===== src/rtl/rcpu_loader.sv =====
// Boot-time program loader: assembles UART bytes into 16-bit words, writes program memory,
// then releases the RCPU. Optional trailing XOR checksum via RCPU_LOADER_CHECKSUM_EN.
module rcpu_loader #(
  parameter int unsigned MAX_WORDS = 1024
) (
  input  logic        clk,
  input  logic        reset,
  input  logic        rx_valid,
  input  logic [7:0]  rx_data,
  input  logic        start,
  output logic        cpu_resetq,
  input  logic [15:0] cpu_mem_write_address,
  input  logic        cpu_mem_write_enable,
  input  logic [15:0] cpu_mem_write_data,
  output logic [15:0] mem_write_address,
  output logic        mem_write_enable,
  output logic [15:0] mem_write_data,
  output logic        busy,
  output logic        error,
  output logic [15:0] words_loaded
);

  typedef enum logic [2:0] {
    StIdle   = 3'd0,
    StLenHi  = 3'd1,
    StLenLo  = 3'd2,
    StDataHi = 3'd3,
    StDataLo = 3'd4,
`ifdef RCPU_LOADER_CHECKSUM_EN
    StCheck  = 3'd5,
`endif
    StRun    = 3'd6,
    StError  = 3'd7
  } state_e;

  localparam logic [7:0]  SyncByte = 8'hA5;
  localparam logic [16:0] MaxWords = 17'(MAX_WORDS);
`ifdef RCPU_LOADER_CHECKSUM_EN
  localparam state_e StDone = StCheck;
`else
  localparam state_e StDone = StRun;
`endif

  state_e      state_q, state_d;
  logic [15:0] words_q, words_d;
  logic [15:0] len_q, len_d;
  logic [7:0]  hi_q, hi_d;
  logic        wr_en_q, wr_en_d;
  logic [15:0] wr_addr_q, wr_addr_d;
  logic [15:0] wr_data_q, wr_data_d;
  logic        cpu_resetq_q, cpu_resetq_d;
  logic        busy_q, busy_d;
  logic        error_q, error_d;
`ifdef RCPU_LOADER_CHECKSUM_EN
  logic [7:0]  csum_q, csum_d;
`endif

  // State register
  always_ff @(posedge clk) begin
    if (reset) begin
      state_q      <= StIdle;
      words_q      <= '0;
      len_q        <= '0;
      hi_q         <= '0;
      wr_en_q      <= 1'b0;
      wr_addr_q    <= '0;
      wr_data_q    <= '0;
      cpu_resetq_q <= 1'b0;
      busy_q       <= 1'b1;
      error_q      <= 1'b0;
`ifdef RCPU_LOADER_CHECKSUM_EN
      csum_q       <= '0;
`endif
    end else begin
      state_q      <= state_d;
      words_q      <= words_d;
      len_q        <= len_d;
      hi_q         <= hi_d;
      wr_en_q      <= wr_en_d;
      wr_addr_q    <= wr_addr_d;
      wr_data_q    <= wr_data_d;
      cpu_resetq_q <= cpu_resetq_d;
      busy_q       <= busy_d;
      error_q      <= error_d;
`ifdef RCPU_LOADER_CHECKSUM_EN
      csum_q       <= csum_d;
`endif
    end
  end

  // Next-state
  always_comb begin
    state_d      = state_q;
    words_d      = words_q;
    len_d        = len_q;
    hi_d         = hi_q;
    wr_en_d      = 1'b0;
    wr_addr_d    = wr_addr_q;
    wr_data_d    = wr_data_q;
    // Status flags trail the state by one cycle, except start drops them at once.
    cpu_resetq_d = (state_q == StRun);
    busy_d       = !((state_q == StRun) || (state_q == StError));
    error_d      = (state_q == StError);
`ifdef RCPU_LOADER_CHECKSUM_EN
    csum_d       = csum_q;
`endif

    if (start) begin
      state_d      = StIdle;
      words_d      = '0;
      cpu_resetq_d = 1'b0;
      busy_d       = 1'b1;
      error_d      = 1'b0;
    end else if (rx_valid) begin
      unique case (state_q)
        StIdle: begin
          if (rx_data == SyncByte) begin
            state_d = StLenHi;
            words_d = '0;
`ifdef RCPU_LOADER_CHECKSUM_EN
            csum_d  = '0;
`endif
          end
        end
        StLenHi: begin
          hi_d    = rx_data;
          state_d = StLenLo;
`ifdef RCPU_LOADER_CHECKSUM_EN
          csum_d  = csum_q ^ rx_data;
`endif
        end
        StLenLo: begin
          len_d = {hi_q, rx_data};
`ifdef RCPU_LOADER_CHECKSUM_EN
          csum_d = csum_q ^ rx_data;
`endif
          if ({1'b0, hi_q, rx_data} > MaxWords) begin
            state_d = StError;
          end else if ({hi_q, rx_data} == 16'd0) begin
            state_d = StDone;
          end else begin
            state_d = StDataHi;
          end
        end
        StDataHi: begin
          hi_d    = rx_data;
          state_d = StDataLo;
`ifdef RCPU_LOADER_CHECKSUM_EN
          csum_d  = csum_q ^ rx_data;
`endif
        end
        StDataLo: begin
          wr_en_d   = 1'b1;
          wr_addr_d = words_q;
          wr_data_d = {hi_q, rx_data};
          words_d   = words_q + 16'd1;
`ifdef RCPU_LOADER_CHECKSUM_EN
          csum_d    = csum_q ^ rx_data;
`endif
          state_d   = ((words_q + 16'd1) == len_q) ? StDone : StDataHi;
        end
`ifdef RCPU_LOADER_CHECKSUM_EN
        StCheck: begin
          state_d = (rx_data == csum_q) ? StRun : StError;
        end
`endif
        default: ;
      endcase
    end
  end

  // Outputs: the port is handed to the CPU only once it is released, so the final
  // loader write (issued while the state is already RUN) still reaches memory.
  always_comb begin
    cpu_resetq   = cpu_resetq_q;
    busy         = busy_q;
    error        = error_q;
    words_loaded = words_q;
    if (cpu_resetq_q) begin
      mem_write_address = cpu_mem_write_address;
      mem_write_enable  = cpu_mem_write_enable;
      mem_write_data    = cpu_mem_write_data;
    end else begin
      mem_write_address = wr_addr_q;
      mem_write_enable  = wr_en_q;
      mem_write_data    = wr_data_q;
    end
  end

endmodule

===== config.mk =====
export PLATFORM = sky130hd
export DESIGN_NAME = rcpu_loader
export DESIGN_NICKNAME = d
export VERILOG_FILES = /design/src/rtl/rcpu_loader.sv
export SDC_FILE = /design/constraint.sdc
export NUM_CORES = 1
export LEC_CHECK = 0
export ABC_AREA = 1
export BUFFER_PORTS_ARGS = -buffer_cell sky130_fd_sc_hd__clkbuf_2
export CAP_MARGIN = 20
export CORE_AREA = 2 2 144 76
export CTS_CLUSTER_DIAMETER = 150
export DETAILED_ROUTE_END_ITERATION = 8
export DIE_AREA = 0 0 146 78
export MAX_ROUTING_LAYER = met4
export PLACE_DENSITY = 0.64
export SLEW_MARGIN = 25
export SYNTH_ARGS = -nofsm -noshare
export SYNTH_HDL_FRONTEND = slang
export SYNTH_SLANG_ARGS = --single-unit

===== constraint.sdc =====
create_clock -name clk -period 1.8 [get_ports clk]
set_clock_uncertainty 0.1 [all_clocks]
set_input_delay 0.36 -clock clk [delete_from_list [all_inputs] [get_ports clk]]
set_output_delay 0.36 -clock clk [all_outputs]
set_load 0.03 [all_outputs]

==> impl_metrics.ini <==
[final_layout]
fin_cells = 846
finalNetCount = 747
post-route-util = 0.561
drive_above_1_share = 0.331
area_delta_synth_final_pct = 42.0
n_fill_cell = 962
antenna_cells = 0

[power_and_ir_drop]
power_w = 0.00398
pwr_density_cell_nw_per_um2 = 707
cellLeakagePower_nw = 2.38
peakVddDrop_v = 0.000508

[logic_synthesis]
synth_area_um2 = 3960
ys.flop_type = dfxtp_1
synth_compound_area_frac = 0.168
synth_nets = 600
avgSynthCellArea_um2 = 7.15
ys_seq_area_frac = 0.399
synthSimpleGateAreaFrac = 0.293
synth_top_family_by_area = simple AND/OR/NAND/NOR gates
synth_area_leaders = dfxtp_1, nand2_1, a211oi_1, nor2_1, inv_1
synth_cell_types = 34
yosysMostFrequentCell = nand2_1
synth_edf_count = 0
synth-adder-area-share = 0.00316
ys_seq_elements = 79
ys_top_cells_by_count = nand2_1, dfxtp_1, nor2_1, inv_1, a211oi_1
syn_inst = 554
synthMuxAreaShare = 0.0455
synth_xor_area_frac = 0.00821
synth_top_area_share = 0.399
synthArstFlopShare = 0
yosysWarnings = 0
synth_area_leader_cell = dfxtp_1

[placement]
dp_slack_ps = -203
dp_cells = 829
globalplace.congestion = 0.905
post-dp-hpwl_mm = 8.69
port-buffer-count = 96

[floorplanning]
dieArea_um2 = 11400
core_area_um2 = 10000
std_cell_rows = 26
initial_core_util = 0.395
dieHeight_um = 78
ioPinCount = 97
die_w_um = 146

[sta]
setup_viol = 18
relSlewSlack = 0.590
fin_crit_sh = 1.06
slew_viol_final = 0
holdWs_ps = 273
final_hold_viol_count = 0
layout_setup_ws_ps = -113
fin_crit_ps = 1910
worst_slew_pin_slew_ps = 615
rsz0062_at_grt = true
fmax_ghz = 0.523

[clocking]
cts.hold.buffers_added = 0
numCtsBuffers = 9
cts_tree = built
cts_root_buffer = clkbuf_16
clkTransAtPathRegs_ps = 60
clock-sinks = 79
clock_latency_ps = 340
clk_path_buf_depth = 2
h-tree-depth = 3

[worst_setup_path]
cp_max_fo = 30
cp_data_required_time_ps = 1340
worst_setup_path_start_kind = register
cpMaxStageDelayCell = dfxtp_2
max_stage_delay_ps = 370
crit_buf_inv = 2
path_cells = buf_12 -> mux2_2 -> clkbuf_8
crit_type = register to output pin
cp.arrival_ps = 1450
critPathTopFamily = flip-flops
cp-end-kind = output pin

[hold_path]
hold_path.class = primary input to register

[grt]
grt_usage = 0.214
grt_pass1_vias = 3736
grt-ovfl-total = 0
grt_pass1_wl_mm = 18.7
grt_max_degree = 57
grt_antenna_before_repair = 0

[drt]
wl_mm = 11.5
drt-initial-drc-count = 238
num_vias = 4140
routedWlPerCell_um = 13.7
dr.pass1.iters = 5
ant_nets = 0
via_per_inst = 4.89
drc_errors = 0

[run_status]
violations = setup timing
outcome = finished with violations

[flow_run]
max-cap-violations = 0
## state kept, by name, indices dropped and copies added, names as in the netlist
name / flops
wr_addr_q: 16
state_q: 3
error: 1
len_q: 16
wr_data_q: 16
wr_en_q: 1
hi_q: 8
busy: 1
cpu_resetq: 1
words_loaded: 16
## worst paths after layout
check	endpoint	slack, ps	from	cells after the start
hold / removal	wr_en_q	270	reset	4
hold reg to reg	wr_data_q[1]	370	wr_data_q[1]	2
setup reg to reg	state_q[2]	-110	words_loaded[0]	11
setup / recovery	mem_write_address[7]	-110	cpu_resetq	3
## routing by layer
| layer | part of all wire | vias up | track usage |
|---|---|---|---|
| li1 | - | 2150 | - |
| met1 | 0.51 | 1880 | 0.292 |
| met2 | 0.43 | 99 | 0.324 |
| met3 | 0.049 | 11 | 0.0541 |
| met4 | 0.010 | 0 | 0.0456 |
| met5 | 0 | - | - |
## tightest hold or removal path: cells and delay by family
kind          cells  cell delay (ps)
buf+inv           2              180
simple gates      2              120
## what timing repair did
action | 4_1_cts | 5_1_grt
setup buffers | 1 | 0
hold endpoints to repair | 0 | 0
resized for setup | 40 | 33
cloned | 0 | 0
pin swaps | 6 | 6
endpoints found under the setup margin | 18 | 49
## power by group
| group | total (W) | switching, W | internal, W |
|---|---|---|---|
| Sequential | 0.00174 | 0.0000000612 | 0.00174 |
| Clock | 0.00211 | 0.000755 | 0.00136 |
| Combinational | 0.000120 | 0.0000658 | 0.0000539 |
| Total | 0.00398 | 0.000821 | 0.00316 |
## cell usage in the layout, fill, tap and decap left out, drive strengths merged
| master | instances |
|---|---|
| o21ai | 24 |
| clkinv | 6 |
| a21oi | 20 |
| clkbuf | 96 |
| o31ai | 3 |
| bufinv | 3 |
| dfxtp | 79 |
| nand2 | 133 |
| o211ai | 1 |
| a2bb2oi | 1 |
| xor2 | 1 |
| nor2 | 82 |
| a211oi | 45 |
| nand3b | 4 |
| nor4 | 1 |
| xor3 | 1 |
| nand3 | 38 |
| ha | 1 |
| buf | 70 |
| nor3 | 2 |
| o32ai | 5 |
| a31o | 1 |
| mux2 | 16 |
| a32o | 1 |
| inv | 63 |
| nand4 | 9 |
## stage by stage
step | setup TNS (ps) | area, um2
finish | -1940 | 5630
global route | -3090 | 5630
CTS | -1690 | 5570
detailed placement | -388 | 5040
global placement | -225 | 5040
floorplan | -461 | 3990
## kinds of logic (layout without fill, tap and decap cells)
kind of cell / count (synthesis) / count (layout)
mux: 16 / 16
xor+xnor: 2 / 2
fa+ha+maj: 1 / 1
simple gates: 269 / 269
buf+inv: 86 / 238
compound gates: 101 / 101
flops: 79 / 79
## area by class of cell
class,count,area [um2],share of cell area
Clock inverter,7,121,0.0216
Timing Repair Buffer,157,1140,0.203
Tap cell,140,175,0.0311
Inverter,65,246,0.0438
Multi-Input combinational cell,389,2110,0.375
Sequential cell,79,1600,0.285
Clock buffer,9,225,0.0400
Power figures use the tool's default switching activity.
